**config.mk**
```make
export PLATFORM = sky130hd
export DESIGN_NAME = spram_rr_arbiter
export DESIGN_NICKNAME = d
export VERILOG_FILES = /design/src/rtl/spram_rr_arbiter.sv
export SDC_FILE = /design/constraint.sdc
export NUM_CORES = 1
export LEC_CHECK = 0
export ABC_AREA = 1
export CORE_AREA = 2 2 619 621
export DETAILED_ROUTE_END_ITERATION = 8
export DIE_AREA = 0 0 621 623
export HOLD_SLACK_MARGIN = 0.08
export PLACE_DENSITY = 0.33
export SLEW_MARGIN = 10
export SYNTH_ARGS = -nofsm -noshare
export SYNTH_HDL_FRONTEND = slang
export SYNTH_SLANG_ARGS = --single-unit
export TNS_END_PERCENT = 30
```
**constraint.sdc**
```tcl
create_clock -name clk -period 2.8 [get_ports clk]
set_input_delay 0.84 -clock clk [delete_from_list [all_inputs] [get_ports clk]]
set_output_delay 0.84 -clock clk [all_outputs]
set_load 0.01 [all_outputs]
```
**src/rtl/spram_rr_arbiter.sv**
```systemverilog
// ---------------------------------------------------------------------------
// spram_rr_arbiter
//   Two-requester round-robin arbiter and sequencer in front of a single-port
//   SRAM (active-low CEB/WEB, Q valid one cycle after a read access).
//   At most one SRAM access per cycle. Each requester has a valid/ready
//   request channel and a registered, backpressured read-response channel.
//
// Ports
//   clk, rst_n          clock, asynchronous active-low reset
//   req_valid/ready[2]  request handshake, bit i = requester i
//   req_we[2]           1 = write, 0 = read
//   req_addr[2*AW]      requester i address in [i*AW +: AW]
//   req_wdata[2*DW]     requester i write data in [i*DW +: DW]
//   rsp_valid/ready[2]  read-response handshake
//   rsp_rdata[2*DW]     read data, requester i in [i*DW +: DW]
//   mem_ceb/web/a/d     SRAM drive (combinational from the granted request)
//   mem_q               SRAM read data, valid the cycle after a read access
//   busy                any read in flight or any response held
// ---------------------------------------------------------------------------
module spram_rr_arbiter #(
  parameter int unsigned AW = 8,
  parameter int unsigned DW = 256
) (
  input  logic            clk,
  input  logic            rst_n,
  input  logic [1:0]      req_valid,
  output logic [1:0]      req_ready,
  input  logic [1:0]      req_we,
  input  logic [2*AW-1:0] req_addr,
  input  logic [2*DW-1:0] req_wdata,
  output logic [1:0]      rsp_valid,
  input  logic [1:0]      rsp_ready,
  output logic [2*DW-1:0] rsp_rdata,
  output logic            mem_ceb,
  output logic            mem_web,
  output logic [AW-1:0]   mem_a,
  output logic [DW-1:0]   mem_d,
  input  logic [DW-1:0]   mem_q,
  output logic            busy
);

  logic            r_ptr;
  logic            r_inflight_v;
  logic            r_inflight_id;
  logic [1:0]      r_rsp_valid;
  logic [2*DW-1:0] r_rsp_rdata;
  logic [AW-1:0]   r_last_a;
  logic [DW-1:0]   r_last_d;

  logic [1:0]      w_free;
  logic [1:0]      w_elig;
  logic [1:0]      w_grant;
  logic            w_gid;
  logic            w_gwe;
  logic [AW-1:0]   w_gaddr;
  logic [DW-1:0]   w_gdata;

  // A response slot counts as free in the cycle its response handshakes,
  // so a requester can re-issue a read while its previous response drains.
  always_comb begin
    w_free[0] = ~(r_inflight_v & ~r_inflight_id) & (~r_rsp_valid[0] | rsp_ready[0]);
    w_free[1] = ~(r_inflight_v &  r_inflight_id) & (~r_rsp_valid[1] | rsp_ready[1]);
    w_elig    = req_valid & (req_we | w_free);
  end

  always_comb begin
    w_grant = 2'b00;
    case (w_elig)
      2'b01:   w_grant = 2'b01;
      2'b10:   w_grant = 2'b10;
      2'b11:   w_grant = r_ptr ? 2'b10 : 2'b01;
      default: w_grant = 2'b00;
    endcase
  end

  always_comb begin
    w_gid   = w_grant[1];
    w_gwe   = w_gid ? req_we[1] : req_we[0];
    w_gaddr = w_gid ? req_addr[AW +: AW]  : req_addr[0 +: AW];
    w_gdata = w_gid ? req_wdata[DW +: DW] : req_wdata[0 +: DW];
  end

  // Address/data hold their last granted values while idle to avoid toggling.
  always_comb begin
    req_ready = w_grant;
    mem_ceb   = ~|w_grant;
    mem_web   = (|w_grant) ? ~w_gwe : 1'b1;
    mem_a     = (|w_grant) ? w_gaddr : r_last_a;
    mem_d     = (|w_grant) ? w_gdata : r_last_d;
    rsp_valid = r_rsp_valid;
    rsp_rdata = r_rsp_rdata;
    busy      = r_inflight_v | (|r_rsp_valid);
  end

  always_ff @(posedge clk or negedge rst_n) begin
    if (!rst_n) begin
      r_ptr         <= 1'b0;
      r_inflight_v  <= 1'b0;
      r_inflight_id <= 1'b0;
      r_rsp_valid   <= '0;
      r_rsp_rdata   <= '0;
      r_last_a      <= '0;
      r_last_d      <= '0;
    end else begin
      if (|w_grant) begin
        r_ptr    <= ~w_gid;
        r_last_a <= w_gaddr;
        r_last_d <= w_gdata;
      end

      r_inflight_v <= (|w_grant) & ~w_gwe;
      if ((|w_grant) & ~w_gwe)
        r_inflight_id <= w_gid;

      for (int unsigned i = 0; i < 2; i++) begin
        if (r_rsp_valid[i] & rsp_ready[i])
          r_rsp_valid[i] <= 1'b0;
      end

      // Capture cannot coincide with a handshake on the same requester
      // (issue requires a free slot); placing it last keeps that explicit.
      if (r_inflight_v) begin
        r_rsp_valid[r_inflight_id] <= 1'b1;
        if (r_inflight_id)
          r_rsp_rdata[DW +: DW] <= mem_q;
        else
          r_rsp_rdata[0 +: DW] <= mem_q;
      end
    end
  end

endmodule

```
== Yosys cells after proc, flatten, opt, wreduce, memory -nomap -nowiden ==
Index checks and enable logic that the tools add are counted.

* Shift-type cells: 0
* Divide/modulo/power cells: 0
* Magnitude comparators: 2
* Bitwise operators: 20
* Eq/ne operators: 3
* Add/subtract/negate cells: 0
* Reductions and logical operators: 6
* Muxes and demuxes: 13
* $mul: 0

{| class="wikitable"
|+ Operators with widths
! cell !! number
|-
| $mux W256 || 2
|-
| $mux W8 || 2
|-
| $and A1 B1 Y1 || 7
|-
| $not A1 Y1 || 7
|-
| $pmux W2 S3 || 1
|-
| $mux W1 || 5
|-
| $eq A2 B2 Y1 const B || 2
|-
| $mux W2 || 2
|-
| $or A2 B2 Y2 || 2
|-
| $reduce_and A2 Y1 || 2
|-
| $reduce_or A2 Y1 || 2
|-
| $or A1 B1 Y1 || 3
|-
| $and A2 B2 Y2 || 1
|-
| $eq A2 B1 Y1 const B || 1
|-
| $lt A1 B2 Y1 const B || 1
|-
| $demux W1 S1 || 1
|-
| $ge A1 B1 Y1 const B || 1
|-
| $logic_and A1 B1 Y1 || 1
|-
| $logic_not A1 Y1 || 1
|}

* Memory bits (writable): 0
* Register bits: 781
* Output and inout port bits: 783
* Latch bits: 0
* Bits of input ports: 792
* Logic and storage cells: 52
* Memory bits (read-only): 0
* Memories: 0

== Longest topological paths before layout ==
Gate-level depths: netlist (run 1).

* Depth after elaboration: 11
* Depth in mapped cells: 12
* Mapped depth without buffers: 10

== Least setup slack after synthesis (run 1) ==
No wires, ideal clock.

* Path type: in2out
* Start point: input port rsp_ready[1]
* End point: output port mem_d[125]
* Path buffers: 2
* Arrival: 1.905 ns
* Setup slack: 0.055 ns
* Data required time: 1.960 ns
* Cell stages on the path: 10
* Cell sequence: inv_1 > nand2_1 > nand2_2 > a21oi_4 > buf_2 > clkbuf_1 > nand2_1 > nand2_1 > o21ai_1 > nand2_1

* Cells in the longest elaborated chain, start to end: 8
* Elaborated cells between the ends (all ways): 11
* Those cells by class: 3 x eq/ne; 3 x mux; 4 x bitwise; 1 x reduce/logical

{| class="wikitable"
|+ Ends and longest elaborated chain
! what !! RTL line !! RTL
|-
| start: declaration || 32 || <nowiki>input logic [1:0] rsp_ready,</nowiki>
|-
| $or A1 B1 Y1 (*) || 62 || <nowiki>w_free[1] = ~(r_inflight_v & r_inflight_id) & (~r_rsp_valid[1] | rsp_ready[1]);</nowiki>
|-
| $and A1 B1 Y1 (*) || 62 ||
|-
| $or A2 B2 Y2 (*) || 63 || <nowiki>w_elig = req_valid & (req_we | w_free);</nowiki>
|-
| $and A2 B2 Y2 (*) || 63 ||
|-
| $eq A2 B2 Y1 or $eq A2 B1 Y1 (tied branches) || 68 || <nowiki>case (w_elig)</nowiki>
|-
| $pmux W2 S3 (*) || 68 ||
|-
| $mux W256 or $reduce_or A2 Y1 (tied branches) || 80, 89 ||
|-
| $mux W256 (*) || n/a ||
|-
| end: declaration || 37 || <nowiki>output logic [DW-1:0] mem_d,</nowiki>
|}

Every way passes the cells marked *; elsewhere a longest branch is shown, timed or not.

== Worst setup path after layout (run 1) ==
* Start point: input port req_valid[1]
* End point: register r_last_a[5]

* Cells in the longest elaborated chain, start to end: 5
* Elaborated cells between the ends (all ways): 8
* Those cells by class: 3 x eq/ne; 3 x mux; 1 x bitwise; 1 x reduce/logical

{| class="wikitable"
|+ Ends and longest elaborated chain
! what !! RTL line !! RTL
|-
| start: declaration || 26 || <nowiki>input logic [1:0] req_valid,</nowiki>
|-
| $and A2 B2 Y2 (*) || 63 ||
|-
| $eq A2 B2 Y1 or $eq A2 B1 Y1 (tied branches) || 68 ||
|-
| $pmux W2 S3 (*) || 68 ||
|-
| $mux W8 or $reduce_or A2 Y1 (tied branches) || 79, 105 ||
|-
| $mux W8 (*) || n/a ||
|-
| end signal: assignment || 107 || <nowiki>r_last_a <= w_gaddr;</nowiki>
|-
| end: declaration || 47 || <nowiki>logic [AW-1:0] r_last_a;</nowiki>
|}

Marks and branches as above.
A chain may end at the register's enable or synchronous reset.

==> results.md, run 1 <==
- At the worst endpoint, the required time is 3.52 ns.
- The worst hold path endpoint is r_inflight_id$_DFFE_PN0P_.
- The critical register-to-register path endpoint is r_last_a[5]$_DFF_PN0_.
- The setup slack of the worst register-to-register path is -1.02 ns.
- In this run the most critical hold path is launched from req_we[1].
- The fraction of final layout cells with drive strength greater than 1 is 23.98%.
- The total global routing track utilization is 13.78%.
- TritonCTS built the clock tree.
- The final reports fail on setup timing.
- The number of DRC violations after detailed-routing iteration 0 is 1888.
- The number of DRC violations after detailed routing is 0.
- The final hold slack is 0.4603 ns.
- Buffers inserted during clock tree synthesis total 111.
- Global routing consumed, on the met3 layer, 5.326% of the routing resources.
- Dividing the detail-routed wire length by the instance count gives 25.67 um.
- For the pin with the worst max-slew slack, the measured transition is 0.9955 ns.
- The register clock-pin slew on the reported worst setup and hold paths is 0.06 ns.
- The placed instances occupy a cell area of 0.05566 mm2.
- The buffering stage count on the worst path with inverters included is 22.
- The number of port buffers is 1574.
- The initial antenna violation count is 122.
- The core region is 0.3806 mm2.
- The worst hold path passes through 4 cells.
- The floorplan step set the die width to 621 um.
- The number of nets at the end of the flow is 6540.
- Clock latency on the worst-skew pair, taken at its later pin, is 0.88 ns.
- The detailed-route via count is 34533.
- The synthesized design spends more area on one cell type than any other, namely sky130_fd_sc_hd__dfrtp_1.
- The most numerous cell type found on the critical path is sky130_fd_sc_hd__buf_4.
- The via count normalized by instance count is 3.158.
- The synthesis-to-layout area growth is 106.7%.
- From bottom edge to top edge, the die measures 623 um.
- The portion of the post-synthesis area used by sequential elements is 62.18%.
- The standby leakage power is 0.02972 uW.
- Summed over all nets, the half-perimeter wirelength after detailed placement is 223.6 mm.
- The post-synth net total is 4439.
- The share of the synthesized area in the top cell type is 62.18%.
- Counting every instance in the synthesized netlist gives 3647.
- For this configuration, the core starts out at a cell density of 8.258%.
- For this run, global-route usage on met1 was measured as 16.26%.
- The setup skew after layout is 0.1016 ns.
- Along the worst path, the maximum fanout reaches 8.
- After global routing the overflow that remains totals 0.
- The final weighted congestion in routability-driven placement is 0.9074.
- Summed over all failing endpoints, the final setup total negative slack is -285.43 ns.
- The number of max-cap violations is 0.
- The pre-antenna-repair detailed-routing pass consisted of 5 iterations.
- The areal power density over the cells is 997.6 mW/mm2.
- The H-tree was split into 3 levels.
- The nature of the critical path endpoint is a register.
- The die covers 0.3869 mm2.
- After synthesis, the netlist uses 14 different library cells.
- Setup violations remaining at the end of the flow were counted as 491.
- The run finished, with violations left.
- STA classifies the critical path startpoint as an input port.
- Sorting the synthesized cells by area gives the leading types as sky130_fd_sc_hd__dfrtp_1 62%, sky130_fd_sc_hd__nand2_1 19%, sky130_fd_sc_hd__o21ai_0 8.6%, sky130_fd_sc_hd__o21ai_1 3.7%, sky130_fd_sc_hd__inv_1 3.2%.
- The final cell area excluding filler cells is 0.06496 mm2.
- In the final layout, the multi-input gates occupy 0.01148 mm2.
- The routed wire length is 280.7 mm.
- The worst voltage drop across the vdd grid is 0.6012 mV.
- The remaining number of nets flagged by the antenna check after routing is 0.
- The first global-routing pass estimated 356.6 mm of wire.
- After layout, the minimum clock period comes to 3.852 ns.
- The relative max-transition margin is 33.63%.
- The final critical path takes up 137.6% of the cycle.
- For this run, global-route usage on met2 was measured as 23.27%.
- The worst path arrival time is 4.57 ns.
- The via count of the first global-routing pass is 35120.
- The worst hold path belongs to the class in2reg.
- The synthesis-stage register bit count is 781.
- The worst-path cell with the longest stage delay is sky130_fd_sc_hd__clkdlybuf4s50_1.
- The number of pins exceeding their max-slew limit in the final report is 0.
- The largest incremental delay on the critical path is 0.46 ns.
- Setup slack on the critical path of the routed design comes to -1.052 ns.
- The CTS sink count is 781.
- Counting cells, the worst reg-to-reg path comes to 28.
- The maximum number of pins on one net before global-route repair is 202.
- Setup repair after global routing could not meet its margin everywhere.
- The summed instance area of the synthesized netlist is 0.03143 mm2.
- The worst register-to-register path begins at r_inflight_id$_DFFE_PN0P_.
- The category of cells accounting for the largest share of critical-path delay is buffers and inverters.
- Yosys printed 0 warnings.
- met2 is the most crowded layer.
- The category of the critical setup timing path is in2reg.
- Static timing analysis puts the maximum clock frequency at 259.6 MHz.
- The floorplan row count is 227.
- The number of endpoints with negative hold slack in the final report is 0.
- Counting the fill cells in the layout gives 42752.
- The synthesized area divided by synthesized cell count is 8.618 um2.
- The maximum count of clock buffers along a single path is 4.
- Clock tree synthesis selected as its root buffer the cell sky130_fd_sc_hd__clkbuf_16.
- The sequential cells in the finished layout cover a total of 0.01955 mm2.
- The boundary pin count is 1575.
## through the flow
step	power (uW)	std cells	utilization [%]	setup slack [ns]
2_1_floorplan	26520	3647	-	0.05494
3_3_place_gp	46830	10350	14.62	-1.790
3_5_place_dp	46820	10350	14.62	-1.782
4_1_cts	64570	10758	16.38	-1.398
5_1_grt	68920	10918	17.06	-1.137
6_report	64810	10934	17.07	-1.052
## cells by family after synthesis
| kind of cell | after synthesis | share of synthesized area (%) |
|---|---|---|
| buffers and inverters | 498 | 6.361 |
| AND/OR/NAND/NOR | 1590 | 19.03 |
| AO/OA/AOI/OAI | 778 | 12.42 |
| flip-flops | 781 | 62.18 |
## flip-flops by register name, summed over array words and instances, names as in the netlist
name and flops:
r_last_a 8, r_inflight_id 1, r_ptr 1, rsp_rdata 512, r_last_d 256, r_inflight_v 1
rsp_valid 2
## synthesized netlist by cell type
cell type / n
sky130_fd_sc_hd__o21ai_0: 543
sky130_fd_sc_hd__inv_2: 3
sky130_fd_sc_hd__nand2_1: 1583
sky130_fd_sc_hd__nand3_1: 3
sky130_fd_sc_hd__a21oi_4: 1
sky130_fd_sc_hd__buf_4: 1
sky130_fd_sc_hd__or3_1: 1
sky130_fd_sc_hd__clkbuf_1: 122
sky130_fd_sc_hd__nand2_2: 3
sky130_fd_sc_hd__inv_1: 267
sky130_fd_sc_hd__o21ai_1: 234
sky130_fd_sc_hd__buf_1: 4
sky130_fd_sc_hd__dfrtp_1: 781
sky130_fd_sc_hd__buf_2: 101
## worst reg2reg max path: cells and delay by family, from the launching register on
family	cells	cell delay, ns
and+or+nand+nor	6	0.47
AOI/OAI and AO/OA	2	0.23
DFF	1	0.45
buffers and inverters	20	2.63
## worst max-delay path by stage
stage               slack [ns]                     to                      start  cells after the start
finish                   -1.05  r_last_a[5]$_DFF_PN0_               req_valid[1]                     28
global route             -1.14              mem_d[16]  r_inflight_id$_DFFE_PN0P_                     15
CTS                      -1.40              mem_d[37]  r_inflight_id$_DFFE_PN0P_                     13
detailed placement       -1.78              mem_d[34]               rsp_ready[1]                     12
global placement         -1.79              mem_d[34]               rsp_ready[1]                     12
floorplan                 0.05             mem_d[125]               rsp_ready[1]                     10
## report_power, final
part	total, uW	switching [uW]	internal, uW
Combinational	30600	16000	14600
Clock	14900	6020	8870
Sequential	19300	3240	16100
## cell type report
| class | instances | share of cell area (%) |
|---|---|---|
| tap | 5038 | 9.704 |
| inverter | 270 | 1.635 |
| timing repair buffer | 2215 | 34.88 |
| sequential | 781 | 30.09 |
| clock inverter | 42 | 0.9168 |
| antenna | 65 | 0.2504 |
| clock buffer | 154 | 4.817 |
| multi-input combinational | 2368 | 17.68 |
| timing repair inverter | 1 | 0.02504 |
## what timing repair did
| action | in CTS | in global routing |
|---|---|---|
| gates resized for setup | 557 | 1038 |
| pin swaps | 42 | 69 |
| setup buffers | 185 | 121 |
| setup endpoints to repair | 593 | 594 |
| hold buffers | 1 | 0 |
| hold endpoints to repair | 12 | 0 |
| gates cloned | 29 | 15 |
## cells in the final DEF (no fill, tap or decap), types with 3 or more instances in the layout
cell / count
sky130_fd_sc_hd__nand2_2: 114
sky130_fd_sc_hd__buf_8: 20
sky130_fd_sc_hd__buf_2: 61
sky130_fd_sc_hd__inv_4: 4
sky130_fd_sc_hd__o21ai_0: 528
sky130_fd_sc_hd__bufbuf_16: 5
sky130_fd_sc_hd__inv_1: 264
sky130_fd_sc_hd__buf_4: 403
sky130_fd_sc_hd__dfrtp_1: 779
sky130_fd_sc_hd__buf_16: 36
sky130_fd_sc_hd__buf_6: 214
sky130_fd_sc_hd__clkbuf_16: 125
sky130_fd_sc_hd__clkinvlp_4: 3
sky130_fd_sc_hd__o21ai_4: 19
sky130_fd_sc_hd__clkbuf_2: 72
sky130_fd_sc_hd__o21ai_2: 70
sky130_fd_sc_hd__nand2_8: 4
sky130_fd_sc_hd__clkbuf_8: 19
sky130_fd_sc_hd__buf_12: 79
sky130_fd_sc_hd__clkinv_4: 3
sky130_fd_sc_hd__clkbuf_1: 24
sky130_fd_sc_hd__clkinv_2: 18
sky130_fd_sc_hd__o21ai_1: 160
sky130_fd_sc_hd__nand2_1: 1366
sky130_fd_sc_hd__diode_2: 65
sky130_fd_sc_hd__nand2_4: 102
sky130_fd_sc_hd__bufinv_16: 12
sky130_fd_sc_hd__clkinv_8: 5
sky130_fd_sc_hd__dlymetal6s2s_1: 20
sky130_fd_sc_hd__clkdlybuf4s50_1: 1287
## routing by layer
metal  wire length [um]  share of wire, %  vias to the layer above
met3              26750               9.5                      339
met1             112100                40                    16974
met5                106             0.038                        -
li1                   -                 -                    15764
met2             134900                48                     1440
met4               6747               2.4                       16
Note: power is estimated with default switching activity, not from simulation.
==> run 2: changes to the inputs <==
REMOVE_ABC_BUFFERS = 1   (was default)
==> run 2 against run 1 <==
  * Critical endpoint is now r_last_d[171]$_DFF_PN0_
  * Hold slack better by 0.0070 ns
  * Register-to-register slack improved by 0.03 ns
  * The run still ends with setup timing left
  * Core utilization decreased by 0.85 points
  * Clock power hardly changed
  * Power shrank 5.2%
  * First-iteration DRC count grew 0.58%
  * Final cell count down 1.7%
==> results.md, run 2 (same netlist as run 1, synthesis figures left out) <==
- Leaving out fill and tap cells, the most frequent cells in the layout are 1510 x sky130_fd_sc_hd__nand2_1, 1277 x sky130_fd_sc_hd__clkdlybuf4s50_1, 779 x sky130_fd_sc_hd__dfrtp_1.
- The die width is 621 um (unchanged).
- Relative to the synthesized area, the layout overhead comes to 96.38%.
- The critical path data required time is 3.52 ns (about the same).
- The worst setup path is launched from an input port.
- Among all stages on the critical path, the largest delay is contributed by sky130_fd_sc_hd__buf_4.
- The area taken by flip-flops and latches was 0.01955 mm2 (unchanged).
- The clock tree root driver cell is sky130_fd_sc_hd__clkbuf_16.
- The CTS sink count came to 781 (unchanged).
- Setup repair after global routing could not meet its margin everywhere.
- The post-detailed-placement half-perimeter wirelength is 205.6 mm (-8.0%).
- The actual transition at the worst max-transition pin is 0.9456 ns (-0.04988 ns).
- The final hold slack is 0.4673 ns (+0.006964 ns).
- The number of flip-flops under the largest register name is 512 (unchanged).
- The via count of the first global-routing pass is 34430 (-2.0%).
- The fraction of the cycle the final worst path needs is 138.1% (+0.51 points).
- The clock latency at the later pin of the worst-skew pair was 0.87 ns (about the same).
- The fill cell total of the finished layout was 43017 (+0.62%).
- The final reports fail on setup timing.
- The instance count after placement with tap cells included is 10351 (+0.0097%).
- The final cell area excluding filler cells is 0.06172 mm2 (-5.0%).
- The maximum clock rate came to 258.7 MHz (-0.37%).
- The setup slack of the worst register-to-register path is -0.99 ns (+0.03 ns).
- The area of the die is 0.3869 mm2 (unchanged).
- The initial antenna violation count was 103 (-16%).
- The number of clock buffers inserted by TritonCTS was 112 (+0.90%).
- The number of nets at the end of the flow was 6366 (-2.7%).
- The worst hold path endpoint is r_last_a[0]$_DFF_PN0_.
- The areal power density over the cells was 995.8 mW/mm2 (-0.18%).
- The shortest clock period the worst path allows after layout is 3.866 ns (+0.01428 ns).
- The total global routing track utilization came to 12.63% (-1.2 points).
- The largest incremental delay on the critical path is 0.19 ns (-0.27 ns).
- The global route total overflow is 0 (unchanged).
- The setup total negative slack is -249.79 ns (+35.64 ns).
- The y dimension of the die is 623 um (unchanged).
- The register clock-pin slew on the reported worst setup and hold paths is 0.06 ns (about the same).
- The number of cells on the worst hold path is 2 (-2).
- The worst hold path begins at r_last_a[0]$_DFF_PN0_.
- The flow ran to the end, but the final reports show violations.
- The number of DRC violations after detailed routing came to 0 (unchanged).
- The floorplan row count is 227 (unchanged).
- The routed wire length came to 254.9 mm (-9.2%).
- The worst path arrival time was 4.58 ns (about the same).
- The routed wire length per instance is 23.71 um (-7.6%).
- The number of max-cap violations was 0 (unchanged).
- The detailed-route via count was 33217 (-3.8%).
- The worst voltage drop across the vdd grid is 0.5861 mV (-2.5%).
- The area occupied by multi-input gates was 0.01036 mm2 (-9.8%).
- The class of the tightest hold or removal check is reg2reg.
- The maximum count of clock buffers along a single path was 4 (unchanged).
- The worst register-to-register path ends at r_last_d[171]$_DFF_PN0_.
- The maximum number of pins on one net before global-route repair is 194 (-4.0%).
- The placement-stage cell area was 0.05582 mm2 (+0.30%).
- The global-route wire length before repair was 330.7 mm (-7.3%).
- The number of search-and-repair iterations in the first detailed-routing pass is 5 (unchanged).
- The area inside the core boundary is 0.3806 mm2 (unchanged).
- The initial standard-cell utilization of the core was 8.258% (unchanged).
- The final weighted congestion in routability-driven placement is 0.9077 (about the same).
- The setup skew after layout is 0.09600 ns (-0.005628 ns).
- The leading cell type in the layout, fill and taps excluded is sky130_fd_sc_hd__nand2_1.
- The standby leakage power came to 0.02803 uW (-5.7%).
- The count of cells along the worst register-to-register path is 29 (+3.6%).
- The startpoint identified for the worst register-to-register timing path is r_inflight_id$_DFFE_PN0P_.
- The fraction of final layout cells with drive strength greater than 1 is 17.72% (-6.3 points).
- By startpoint and endpoint, the worst setup path is classified as in2reg.
- The number of pins exceeding their max-slew limit in the final report is 0 (unchanged).
- The number of DRC violations after detailed-routing iteration 0 is 1899 (+0.58%).
- The nature of the critical path endpoint is a register.
- The boundary pin count is 1575 (unchanged).
- The final standard cell count with taps included and fillers excluded was 10753 (-1.7%).
- The H-tree depth is 3 (unchanged).
- Counting stages on the worst path, the most repeated cell is sky130_fd_sc_hd__buf_4.
- The number of endpoints with negative hold slack in the final report is 0 (unchanged).
- The via count normalized by instance count is 3.089 (-2.2%).
- The smallest setup slack after layout is -1.066 ns (-0.01428 ns).
- The relative max-transition margin is 36.96% (+3.3 points).
- The largest driver fanout on the critical path is 10 (+2).
- TritonCTS built the clock tree.
- The number of port buffers is 1574 (unchanged).
- The number of endpoints failing setup at the final stage was 285 (-42%).
- The remaining number of nets flagged by the antenna check after routing is 0 (unchanged).
==> run 2: cell types whose count changed in the layout (fill, tap and decap cells not counted), sizes merged <==
| cell | change |
|---|---|
| buf | -201 |
| clkinv | -12 |
| inv | +2 |
| clkdlybuf4s50 | -10 |
| clkinvlp | -1 |
| dlygate4sd2 | +46 |
| dlymetal6s2s | -18 |
| clkbuf | +14 |
| bufbuf | -2 |
| clkdlybuf4s15 | +14 |
| bufinv | -3 |
| diode | -10 |
==> run 2: how the worst max path moves through the flow <==
stage,startpoint,endpoint,slack (ns),depth (start not counted)
6_report,rsp_ready[1],r_last_d[171]$_DFF_PN0_,-1.07,32
5_1_grt,r_inflight_id$_DFFE_PN0P_,mem_d[230],-1.18,13
3_5_place_dp,rsp_ready[1],mem_d[56],-2.39,15
3_3_place_gp,rsp_ready[1],mem_d[56],-2.42,15
2_1_floorplan,r_inflight_v$_DFF_PN0_,req_ready[0],-10.46,6
4_1_cts,r_inflight_v$_DFF_PN0_,mem_d[16],-1.22,14
==> run 2: where the power goes <==
| part | internal [uW] | total, uW | switching, uW |
|---|---|---|---|
| Combinational | 12700 | 27800 | 15100 |
| Sequential | 16100 | 18700 | 2620 |
| Clock | 9010 | 15000 | 5960 |
==> run 2: through the flow <==
| step | total power [uW] | utilization [%] | worst slack [ns] |
|---|---|---|---|
| after floorplan | 26980 | - | -10.46 |
| after global placement | 46490 | 14.67 | -2.417 |
| after detailed placement | 46540 | 14.67 | -2.387 |
| after CTS | 62510 | 15.96 | -1.223 |
| after global routing | 65440 | 16.20 | -1.181 |
| final | 61460 | 16.22 | -1.066 |
==> run 2: timing repair <==
action	in CTS	in global routing
setup buffers	52	69
gates resized for setup	624	548
endpoints found under the hold margin	9	0
endpoints found under the setup margin	510	393
hold buffers	1	0
cloned	17	12
pin swaps	27	65
==> run 2: final cells by class <==
type | instances | share of cell area (%)
tap | 5038 | 10.21
clock buffer | 171 | 5.421
clock inverter | 29 | 0.7115
timing repair buffer | 2041 | 33.28
sequential | 781 | 31.67
inverter | 270 | 1.703
multi-input combinational | 2368 | 16.78
antenna | 55 | 0.2230
==> run 2: worst max-delay path, delay by kind of cell <==
family | cells | cell delay [ns]
simple gates | 5 | 0.44
buf+inv | 26 | 3.14
compound gates | 1 | 0.14
==> run 2: routing by layer <==
metal  wire, um  part of all wire, %  track usage, %
met1      90060                   35           12.85
met2     132800                   52           23.79
met3      21860                  8.6           4.790
met4       9798                  3.8           3.520
met5        417                 0.16               0
